<file path="src/rtl/sd_dat_rx_ctrl.sv">
// sd_dat_rx_ctrl: Avalon-MM single-block 4-bit SD DAT read engine.
// Generates sd_clk, finds the start bit, packs nibbles into 32-bit
// words, checks the per-line CRC16 and buffers words in a FIFO.
// Ports: clk, reset (sync, active-high); Avalon slave address,
// chipselect, write_n, read_n, writedata, readdata (1-cycle latency);
// sd_clk, sd_dat_in[3:0]; irq.
// Regs: 0 CTRL/STATUS, 1 BLOCK_LEN, 2 DATA (pop), 3 IRQ_CTRL.
// Option: define SD_DAT_RX_IRQ_EN to enable IRQ_CTRL and irq.
module sd_dat_rx_ctrl #(
  parameter int CLK_DIV     = 4,
  parameter int BLOCK_BYTES = 512,
  parameter int TIMEOUT_CYC = 65535,
  parameter int FIFO_DEPTH  = 8
) (
  input  logic        clk,
  input  logic        reset,
  input  logic [1:0]  address,
  input  logic        chipselect,
  input  logic        write_n,
  input  logic        read_n,
  input  logic [31:0] writedata,
  output logic [31:0] readdata,
  output logic        sd_clk,
  input  logic [3:0]  sd_dat_in,
  output logic        irq
);

  localparam int DIV_W = (CLK_DIV > 1) ? $clog2(CLK_DIV) : 1;
  localparam int TO_W  = $clog2(TIMEOUT_CYC + 1);
  localparam int AW    = (FIFO_DEPTH > 1) ? $clog2(FIFO_DEPTH) : 1;
  localparam int CW    = AW + 1;

  typedef enum logic [2:0] {
    S_IDLE, S_WAIT, S_DATA, S_CRC, S_END
  } state_t;

  state_t state, state_nxt;

  logic [DIV_W-1:0] div_cnt;
  logic [TO_W-1:0]  wait_cnt;
  logic [12:0]      nib_cnt;
  logic [3:0]       crc_cnt;
  logic [31:0]      word_buf;
  logic             word_vld;
  logic [15:0]      crc [4];
  logic [11:0]      block_len;
  logic             done, crc_err, timeout;

  logic [31:0]      mem [FIFO_DEPTH];
  logic [CW-1:0]    wr_ptr, rd_ptr, fifo_cnt;
  logic             fifo_empty, fifo_full;
  logic             push, pop;

  logic             busy, stall, rise, last_nib;
  logic             ctrl_wr, len_wr;
  logic             start_cmd, abort_cmd;
  logic [31:0]      rd_mux;
  logic             irq_en;
  logic             unused_ok;

  function automatic logic [15:0] crc_step(
    input logic [15:0] c,
    input logic        b
  );
    return {c[14:0], 1'b0} ^ ((b ^ c[15]) ? 16'h1021 : 16'h0000);
  endfunction

  assign unused_ok = ^writedata[31:12];

  assign busy    = (state != S_IDLE);
  assign ctrl_wr = chipselect & ~write_n & (address == 2'd0);
  assign len_wr  = chipselect & ~write_n & (address == 2'd1);

  // abort wins over start in the same write; start only from idle
  assign start_cmd = ctrl_wr & writedata[0] & ~writedata[1] & ~busy;
  assign abort_cmd = ctrl_wr & writedata[1] & busy;

  assign fifo_cnt   = wr_ptr - rd_ptr;
  assign fifo_empty = (fifo_cnt == '0);
  assign fifo_full  = (fifo_cnt == CW'(FIFO_DEPTH));
  assign pop  = chipselect & ~read_n & (address == 2'd2) & ~fifo_empty;
  assign push = word_vld & ~fifo_full;

  // hold sd_clk low while a finished word has nowhere to go
  assign stall = word_vld & fifo_full & ~sd_clk;
  assign rise  = busy & ~stall & ~sd_clk &
                 (div_cnt == DIV_W'(CLK_DIV - 1));
  assign last_nib = (nib_cnt == ({block_len, 1'b0} - 13'd1));

  always_ff @(posedge clk) begin
    if (reset) state <= S_IDLE;
    else       state <= state_nxt;
  end

  always_comb begin
    state_nxt = state;
    unique case (state)
      S_IDLE: if (start_cmd) state_nxt = S_WAIT;
      S_WAIT: begin
        if (rise) begin
          if (sd_dat_in == 4'h0)
            state_nxt = S_DATA;
          else if (wait_cnt == TO_W'(TIMEOUT_CYC - 1))
            state_nxt = S_IDLE;
        end
      end
      S_DATA: if (rise && last_nib) state_nxt = S_CRC;
      S_CRC:  if (rise && crc_cnt == 4'd15) state_nxt = S_END;
      S_END:  if (rise) state_nxt = S_IDLE;
      default: state_nxt = S_IDLE;
    endcase
    if (abort_cmd) state_nxt = S_IDLE;
  end

  always_ff @(posedge clk) begin
    if (reset) begin
      div_cnt   <= '0;
      sd_clk    <= 1'b0;
      wait_cnt  <= '0;
      nib_cnt   <= '0;
      crc_cnt   <= '0;
      word_buf  <= '0;
      word_vld  <= 1'b0;
      done      <= 1'b0;
      crc_err   <= 1'b0;
      timeout   <= 1'b0;
      block_len <= 12'(BLOCK_BYTES);
      for (int i = 0; i < 4; i++) crc[i] <= '0;
    end else begin
      if (!busy || abort_cmd) begin
        div_cnt <= '0;
        sd_clk  <= 1'b0;
      end else if (!stall) begin
        if (div_cnt == DIV_W'(CLK_DIV - 1)) begin
          div_cnt <= '0;
          sd_clk  <= ~sd_clk;
        end else begin
          div_cnt <= div_cnt + DIV_W'(1);
        end
      end

      if (len_wr && !busy)
        block_len <= (writedata[11:2] == '0) ? 12'd4 :
                     {writedata[11:2], 2'b00};

      if (push || abort_cmd) word_vld <= 1'b0;

`ifdef SD_DAT_RX_IRQ_EN
      if (chipselect && !write_n && address == 2'd3 && writedata[1]) begin
        done    <= 1'b0;
        timeout <= 1'b0;
      end
`endif

      if (start_cmd) begin
        wait_cnt <= '0;
        nib_cnt  <= '0;
        crc_cnt  <= '0;
        word_vld <= 1'b0;
        done     <= 1'b0;
        crc_err  <= 1'b0;
        timeout  <= 1'b0;
        for (int i = 0; i < 4; i++) crc[i] <= '0;
      end

      if (rise && !abort_cmd) begin
        unique case (state)
          S_WAIT: begin
            if (sd_dat_in != 4'h0) begin
              wait_cnt <= wait_cnt + TO_W'(1);
              if (wait_cnt == TO_W'(TIMEOUT_CYC - 1)) timeout <= 1'b1;
            end
          end
          S_DATA: begin
            // high nibble first, byte k lands in word[8k+7:8k]
            word_buf[{nib_cnt[2:1], ~nib_cnt[0], 2'b00} +: 4] <= sd_dat_in;
            if (nib_cnt[2:0] == 3'd7) word_vld <= 1'b1;
            nib_cnt <= nib_cnt + 13'd1;
            for (int i = 0; i < 4; i++)
              crc[i] <= crc_step(crc[i], sd_dat_in[i]);
          end
          S_CRC: begin
            for (int i = 0; i < 4; i++) begin
              if (sd_dat_in[i] != crc[i][15]) crc_err <= 1'b1;
              crc[i] <= {crc[i][14:0], 1'b0};
            end
            crc_cnt <= crc_cnt + 4'd1;
          end
          S_END: begin
            if (sd_dat_in != 4'hF) crc_err <= 1'b1;
            done <= 1'b1;
          end
          default: ;
        endcase
      end
    end
  end

  always_ff @(posedge clk) begin
    if (reset || start_cmd) begin
      wr_ptr <= '0;
      rd_ptr <= '0;
    end else begin
      if (push) wr_ptr <= wr_ptr + CW'(1);
      if (pop)  rd_ptr <= rd_ptr + CW'(1);
    end
  end

  always_ff @(posedge clk) begin
    if (push) mem[wr_ptr[AW-1:0]] <= word_buf;
  end

`ifdef SD_DAT_RX_IRQ_EN
  always_ff @(posedge clk) begin
    if (reset) begin
      irq_en <= 1'b0;
      irq    <= 1'b0;
    end else begin
      if (chipselect && !write_n && address == 2'd3)
        irq_en <= writedata[0];
      irq <= irq_en & (done | timeout);
    end
  end
`else
  assign irq_en = 1'b0;
  assign irq    = 1'b0;
`endif

  always_comb begin
    rd_mux = '0;
    unique case (address)
      2'd0: rd_mux = {16'h0, 8'(fifo_cnt), 2'b00, fifo_full,
                      fifo_empty, timeout, crc_err, done, busy};
      2'd1: rd_mux = {20'h0, block_len};
      2'd2: rd_mux = fifo_empty ? 32'h0 : mem[rd_ptr[AW-1:0]];
      2'd3: rd_mux = {31'h0, irq_en};
    endcase
  end

  always_ff @(posedge clk) begin
    if (reset) readdata <= '0;
    else       readdata <= rd_mux;
  end

endmodule

</file>
<file path="config.mk">
export PLATFORM = sky130hd
export DESIGN_NAME = sd_dat_rx_ctrl
export DESIGN_NICKNAME = d
export VERILOG_FILES = /design/src/rtl/sd_dat_rx_ctrl.sv
export SDC_FILE = /design/constraint.sdc
export NUM_CORES = 1
export LEC_CHECK = 0
export ABC_AREA = 1
export BUFFER_PORTS_ARGS = -buffer_cell sky130_fd_sc_hd__buf_2
export CAP_MARGIN = 20
export CELL_PAD_IN_SITES_DETAIL_PLACEMENT = 1
export CELL_PAD_IN_SITES_GLOBAL_PLACEMENT = 1
export CORE_UTILIZATION = 35
export CTS_CLUSTER_SIZE = 8
export DETAILED_ROUTE_END_ITERATION = 10
export GPL_ROUTABILITY_DRIVEN = 0
export PLACE_DENSITY = 0.66
export SYNTH_ARGS = -nofsm -noshare
export SYNTH_HDL_FRONTEND = slang
export SYNTH_SLANG_ARGS = --single-unit
</file>
<file path="constraint.sdc">
create_clock -name clk -period 13.6 [get_ports clk]
set_input_delay 3.4 -clock clk [delete_from_list [all_inputs] [get_ports clk]]
set_output_delay 3.4 -clock clk [all_outputs]
set_load 0.005 [all_outputs]
</file>
==> flow_summary.yaml, run 1 <==
clocking:
  cts_buffers: 66
  numClockSinks: 448
  htreeDepth: 3
  clock_path_buffers: 3
  postCtsHoldBufs: 0
  cts_tree: "built"
  root_buffer: "clkbuf_16"
  insertion_delay_ns: 0.59
  cts.repair.resized: 0
  clk_pin_slew_worst_paths_ns: 0.05
  postCtsSetupRepairBufs: 0
synth:
  ys_types: 47
  syn_area_per_cell_sq_um: 10.4
  synth_area_sq_um: 18400
  yosys_warnings: 0
  synthAdderAreaFrac: 0.0106
  ys_ff_latch: 448
  synthCells: 1770
  ys_seq_area_frac: 0.658
  yosys.area_share.simple: 0.164
  synthFlopType: "edfxtp_1"
  synth_nets: 1828
  synth_top_family_by_area: "simple AND/OR/NAND/NOR gates"
  synth-edff-count: 317
  muxShareOfSynthArea: 0
  synth_compound_area_frac: 0.0982
  synthArstFlopShare: 0
  synth_xor_area_frac: 0.0157
critical_path:
  worstSetupPathDepth: 12
  crit_path_frequent_cell: "inv_1"
  end_kind: "flip-flop"
  crit_required_ns: 13.77
  cpMaxStageDelayCell: "nand2_1"
  rrSetupSlack_ns: 10.02
  critPathArrivalTime_ns: 5.51
  cp_top_family: "simple AND/OR/NAND/NOR gates"
  reg2reg_to: "crc[3][2]"
  worst-path-buf-inv: 5
  rr_startpoint: "wr_ptr[0]"
  slowest_delay_ns: 0.44
  path_cells: "buf_2 > nor2_1 > buf_4 > inv_1 > nor4_1 > inv_1 > nor2_2 > nor2_4 > nand2_2 > nand2_1 > inv_1 > nand2_1"
  cp_max_fo: 16
  startpoint_type: "primary input"
  critPathKind: "in -> reg"
  reg2reg_depth: 13
timing:
  setup_viol: 0
  tightest_slew_ns: 0.927
  hold_viol: 0
  rsz0062_at_grt: "false"
  fmax_ghz: 0.187
  fin_skew_ns: 0.0250
  fin_crit_sh: 0.393
  fin_setup_tns_ns: 0
  relSlewSlack: 0.382
  slew_violations: 0
  period_minus_slack_ns: 5.34
power:
  p_sw_mw: 0.684
  ir_drop_mv: 0.111
  fin_total_pwr_mw: 3.13
  intPower_mw: 2.45
  pwr-share-seq: 0.470
  p_comb_frac: 0.034
  power.share.clock: 0.496
  switching_share: 0.219
  power_density_nw_per_um2: 146
  leakagePower_nw: 7.99
detailed_routing:
  drt_first_pass_iters: 5
  vias: 13000
  final_antenna_net_count: 0
  dr.first_iter.drc_count: 673
  wl_microns: 47800
  avgViaCountPerCell: 5.06
  remaining_drc_errors: 0
  detail_route.wl_per_cell_microns: 18.7
global_routing:
  antenna_found_initial: 1
  use_met2: 0.312
  grt_pass1_vias: 13900
  use_met1: 0.233
  grt_pass1_wl_microns: 76100
  grt_use_total: 0.184
  gr-total-overflow: 0
  grtUsageMet3: 0.0354
  grt_max_degree: 85
  busiest_layer: "met2"
status:
  status: "finished, final reports clean"
hold_path:
  hold_depth: 2
  worst_hold_startpoint: "wait_cnt[8]"
  hold-path-endpoint: "wait_cnt[8]"
  worst_hold_path_type: "reg -> reg"
floorplan:
  dieArea_sq_um: 53600
  chipWidth_microns: 232
  core_area_sq_um: 51700
  io-pin-count: 77
  start_util: 0.357
  die_y_microns: 232
  rows: 83
placement:
  numPortBuffers: 55
  hpwl_microns: 28600
  dp.cells: 2446
  dpl_cell_area_sq_um: 19500
cells_and_area:
  nFillCells: 5721
  fin_cells: 2564
  drive_gt1_frac: 0.100
  multiInputGateArea_sq_um: 5390
  areaGrowthSynthToFinish_pct: 16.3
  regArea_sq_um: 12100
  nNetsFinal: 1893
  stdcell_area_sq_um: 21400
  diodes: 0
job:
  max_cap_viol_count: 0
==> cell type report <==
cell class | count | area share
Sequential cell | 448 | 0.566
Multi-Input combinational cell | 1071 | 0.251
Clock buffer | 111 | 0.0869
Tap cell | 680 | 0.0397
Inverter | 171 | 0.0300
Timing Repair Buffer | 77 | 0.0210
Clock inverter | 6 | 0.00467
==> worst register-to-register path, stage by stage (launching register included) <==
cell and delay [ns]:
dfxtp_1 0.34, inv_1 0.11, ha_1 0.15, inv_1 0.06, fa_1 0.37, xor2_1 0.23
nor2_1 0.12, nand3_2 0.16, nand3_1 0.15, nor2_2 0.16, nand2_2 0.12, nor2_4 0.52
nor2_2 0.17, nand2_1 0.54
==> power groups by stage <==
stage	combinational, mW	sequential, mW	clock [mW]
finish	0.107	1.47	1.55
global route	0.121	1.47	1.64
CTS	0.108	1.47	1.59
detailed placement	0.107	1.50	0
global placement	0.103	1.50	0
floorplan	0.0767	1.50	0
==> cell families after synthesis <==
family	Yosys count
other	1
AND/OR/NAND/NOR	727
flip-flops	448
XOR/XNOR	33
adder cells (fa/ha/maj)	15
AO/OA/AOI/OAI	295
buffers and inverters	251
==> cells in the final DEF (no fill, tap or decap), types with 28 or more instances in the layout <==
master	synthesis	routed
nand2_1	356	356
edfxtp_1	317	317
nor2_1	233	226
inv_1	166	164
dfxtp_1	131	129
o21ai_0	97	97
a21oi_1	95	95
clkbuf_16	0	68
buf_2	12	55
nand3_1	54	54
clkbuf_1	50	43
nor3_1	29	28
==> through the flow <==
step	util	setup slack, ns	hold WS [ns]
floorplan	-	8.44	0.429
global placement	0.376	7.33	0.448
detailed placement	0.377	7.68	0.464
CTS	0.415	8.28	0.471
global route	0.415	7.99	0.490
finish	0.415	8.26	0.464
==> registers in the layout, summed over array words and instances (netlist names), named ones only <==
name,count
sd_clk,1
readdata,32
wait_cnt,16
block_len,10
nib_cnt,13
crc_err,1
rd_ptr,4
word_vld,1
crc_cnt,4
crc,64
word_buf,32
wr_ptr,4
mem,256
done,1
div_cnt,2
timeout,1
state,3
==> worst max-delay path by stage <==
| stage | slack, ns | end | start |
|---|---|---|---|
| floorplan | 8.44 | crc[3][0] | address[1] |
| global placement | 7.33 | crc[3][5] | address[1] |
| detailed placement | 7.68 | crc[3][10] | address[1] |
| CTS | 8.28 | crc[3][2] | address[1] |
| global route | 7.99 | timeout | address[1] |
| finish | 8.26 | crc[3][2] | address[1] |
==> cell usage after synthesis (2+ instances only) <==
| cell type | n | area (sq um) |
|---|---|---|
| nor2_4 | 4 | 45.0 |
| o221ai_1 | 24 | 210 |
| buf_2 | 12 | 60.1 |
| buf_1 | 14 | 52.6 |
| nand2_2 | 3 | 18.8 |
| xnor2_1 | 9 | 78.8 |
| a211oi_1 | 9 | 67.6 |
| clkbuf_1 | 50 | 188 |
| nand3_2 | 2 | 20.0 |
| nor3_1 | 29 | 145 |
| nor2_2 | 5 | 31.3 |
| a22oi_1 | 6 | 45.0 |
| a32o_1 | 19 | 190 |
| nand4_1 | 26 | 163 |
| edfxtp_1 | 317 | 9520 |
| dfxtp_1 | 131 | 2620 |
| nor2_1 | 233 | 875 |
| o22ai_1 | 6 | 37.5 |
| buf_4 | 4 | 30.0 |
| xor2_1 | 24 | 210 |
| inv_2 | 3 | 11.3 |
| o21ai_0 | 97 | 485 |
| nand3_1 | 54 | 270 |
| ha_1 | 14 | 175 |
| clkinv_1 | 2 | 7.51 |
| a32oi_1 | 18 | 158 |
| o21ai_1 | 5 | 25.0 |
| nand2_1 | 356 | 1340 |
| or2_2 | 5 | 31.3 |
| nor4_1 | 4 | 25.0 |
| a31oi_1 | 8 | 50.1 |
| a21oi_1 | 95 | 475 |
| inv_1 | 166 | 623 |
| nand3b_1 | 2 | 15.0 |
| o211ai_1 | 2 | 15.0 |
==> metal layers <==
| metal | vias up | wire [microns] |
|---|---|---|
| met2 | 268 | 22800 |
| met1 | 6411 | 21500 |
| met4 | 2 | 1270 |
| li1 | 6200 | - |
| met3 | 100 | 2230 |
| met5 | - | 10 |
No activity file was read; power rests on OpenSTA's default activity.
==> run 2: changes to the inputs <==
--- a/config.mk
+++ b/config.mk
@@ -5,7 +5,7 @@
 export SDC_FILE = /design/constraint.sdc
 export NUM_CORES = 1
 export LEC_CHECK = 0
-export ABC_AREA = 1
+export ABC_AREA = 0
 export BUFFER_PORTS_ARGS = -buffer_cell sky130_fd_sc_hd__buf_2
 export CAP_MARGIN = 20
 export CELL_PAD_IN_SITES_DETAIL_PLACEMENT = 1
@@ -14,7 +14,7 @@
 export CTS_CLUSTER_SIZE = 8
 export DETAILED_ROUTE_END_ITERATION = 10
 export GPL_ROUTABILITY_DRIVEN = 0
-export PLACE_DENSITY = 0.66
+export PLACE_DENSITY = 0.65
 export SYNTH_ARGS = -nofsm -noshare
 export SYNTH_HDL_FRONTEND = slang
 export SYNTH_SLANG_ARGS = --single-unit
==> constraint.sdc (replaced) <==
create_clock -name clk -period 4.3 [get_ports clk]
set_input_delay 1.075 -clock clk [delete_from_list [all_inputs] [get_ports clk]]
set_output_delay 1.075 -clock clk [all_outputs]
set_load 0.005 [all_outputs]
==> run 2 against run 1 <==
Non-clock buffer count increased by 5. Critical path depth fell by 2. Largest power group unchanged. Sequential share of layout area rose by 1.0 points. Clock skew is 0.0074 ns lower. Clock power grew to 3.0 times the previous value.
==> flow_summary.yaml, run 2 <==
critical_path:
  end_kind: "flip-flop"
  cp_max_fo: 26
  startpoint_type: "flip-flop"
  critPathArrivalTime_ns: 3.74
  critPathKind: "reg -> reg"
  crit_required_ns: 4.54
floorplan:
  die_y_microns: 229
  dieArea_sq_um: 52600
  io-pin-count: 77
  start_util: 0.358
  core_area_sq_um: 50600
  chipWidth_microns: 229
  rows: 82
clocking:
  postCtsSetupRepairBufs: 0
  insertion_delay_ns: 0.57
  cts_buffers: 66
  clk_pin_slew_worst_paths_ns: 0.05
  clock_path_buffers: 3
  htreeDepth: 3
  postCtsHoldBufs: 0
  cts_tree: "built"
  root_buffer: "clkbuf_16"
  numClockSinks: 448
  cts.repair.resized: 0
detailed_routing:
  drt_first_pass_iters: 5
  vias: 10400
  final_antenna_net_count: 0
  detail_route.wl_per_cell_microns: 21.0
  avgViaCountPerCell: 5.16
  dr.first_iter.drc_count: 657
  wl_microns: 42300
  remaining_drc_errors: 0
global_routing:
  grt_pass1_vias: 11200
  grt_pass1_wl_microns: 66200
  grt_max_degree: 55
  antenna_found_initial: 0
  grt_use_total: 0.165
  gr-total-overflow: 0
synth:
  synth_area_sq_um: 18100
  synthArstFlopShare: 0
  yosysMostFrequentCell: "edfxtp_1"
  syn_area_per_cell_sq_um: 14.8
  yosys_warnings: 0
  synth_common_cells: "edfxtp_1 (317), dfxtp_1 (131), nor2_1 (129)"
  synth.area.top_cells: "edfxtp_1 (53%), dfxtp_1 (14%), mux4_2 (8.0%)"
  synth_nets: 1279
  synth_largest_area_cell: "edfxtp_1"
  synthCells: 1221
  ys_seq_area_frac: 0.671
  ys_types: 76
  yosys.area.top_type_share: 0.526
  ys_ff_latch: 448
  synthFlopType: "edfxtp_1"
  synth-edff-count: 317
cells_and_area:
  final_util: 0.417
  layout_commonest_cell: "edfxtp_1"
  areaGrowthSynthToFinish_pct: 16.5
  layout_common_cells: "edfxtp_1 (317), dfxtp_1 (128), nor2_1 (127)"
  fin_cells: 2017
  drive_gt1_frac: 0.197
  nFillCells: 5110
  multiInputGateArea_sq_um: 5630
  largest_register_ffs: 256
  diodes: 0
  stdcell_area_sq_um: 21100
  nNetsFinal: 1365
  regArea_sq_um: 12100
timing:
  hold_viol: 0
  fin_setup_tns_ns: 0
  timing.hold.ws_ns: 0.467
  fmax_ghz: 0.286
  tightest_slew_ns: 0.911
  fin_ws_ns: 0.802
  rsz0062_at_grt: "false"
  fin_crit_sh: 0.814
  period_minus_slack_ns: 3.50
  setup_viol: 0
  slew_violations: 0
  fin_skew_ns: 0.0176
  relSlewSlack: 0.393
placement:
  post-place-ws_ns: 0.741
  dpl_cell_area_sq_um: 19200
  dp.cells: 1910
  numPortBuffers: 55
  hpwl_microns: 25100
power:
  fin_total_pwr_mw: 9.47
  leakagePower_nw: 6.67
  power_density_nw_per_um2: 449
  ir_drop_mv: 0.250
status:
  status: "finished, final reports clean"
hold_path:
  worst_hold_path_type: "reg -> reg"
job:
  max_cap_viol_count: 0
[run 2: cell count changes after synthesis, moves of 24 or more]
| cell | change |
|---|---|
| nand2_1 | -307 |
| inv_1 | -145 |
| nor2_1 | -104 |
| o21ai_0 | -79 |
| mux2i_1 | +69 |
| mux4_2 | +64 |
| a21oi_1 | -60 |
| and2_1 | +53 |
| o221ai_1 | -24 |
[run 2: final cells by class]
type                       count  area share
sequential                   448       0.576
multi-input combinational    686       0.267
tap                          672      0.0399
clock buffer                 102      0.0868
inverter                      23     0.00410
clock inverter                 4     0.00178
timing repair buffer          82      0.0239
[run 2: path summary, 6_finish.rpt]
check | to | cells after the start | slack [ns] | from
hold reg to reg | crc[0][0] | 1 | 0.47 | crc[0][0]
setup / recovery | mem[2][12] | 10 | 0.80 | wr_ptr[0]
setup reg to reg | mem[2][12] | 10 | 0.80 | wr_ptr[0]
hold / removal | crc[0][0] | 1 | 0.47 | crc[0][0]
[run 2: worst max-delay path, stage by stage, from the launching register on]
cell and delay (ns):
dfxtp_1 0.35, inv_1 0.19, ha_1 0.21, inv_1 0.06
fa_1 0.37, xor2_1 0.29, nor2_1 0.18, a31oi_1 0.38
nand2_1 0.29, nor3b_4 0.54, buf_12 0.29
[run 2: per-layer routing]
| metal | up-vias | GRT usage | part of all wire |
|---|---|---|---|
| met5 | - | 0 | 0 |
| met4 | 0 | 0.0575 | 0.024 |
| met3 | 79 | 0.0273 | 0.041 |
| met2 | 210 | 0.277 | 0.49 |
| met1 | 5352 | 0.217 | 0.45 |
| li1 | 4770 | - | - |
[run 2: logic make-up after synthesis]
| logic type | synth area share |
|---|---|
| buf+inv | 0.0212 |
| fa+ha+maj | 0.0108 |
| compound gates | 0.0448 |
| other cells | 0.000207 |
| simple gates | 0.105 |
| xor+xnor | 0.0199 |
| flops | 0.671 |
| mux | 0.127 |
[run 2: power by group]
group	internal, mW	switching (mW)
sequential	4.61	0.0199
combinational	0.0557	0.125
clock	2.89	1.77
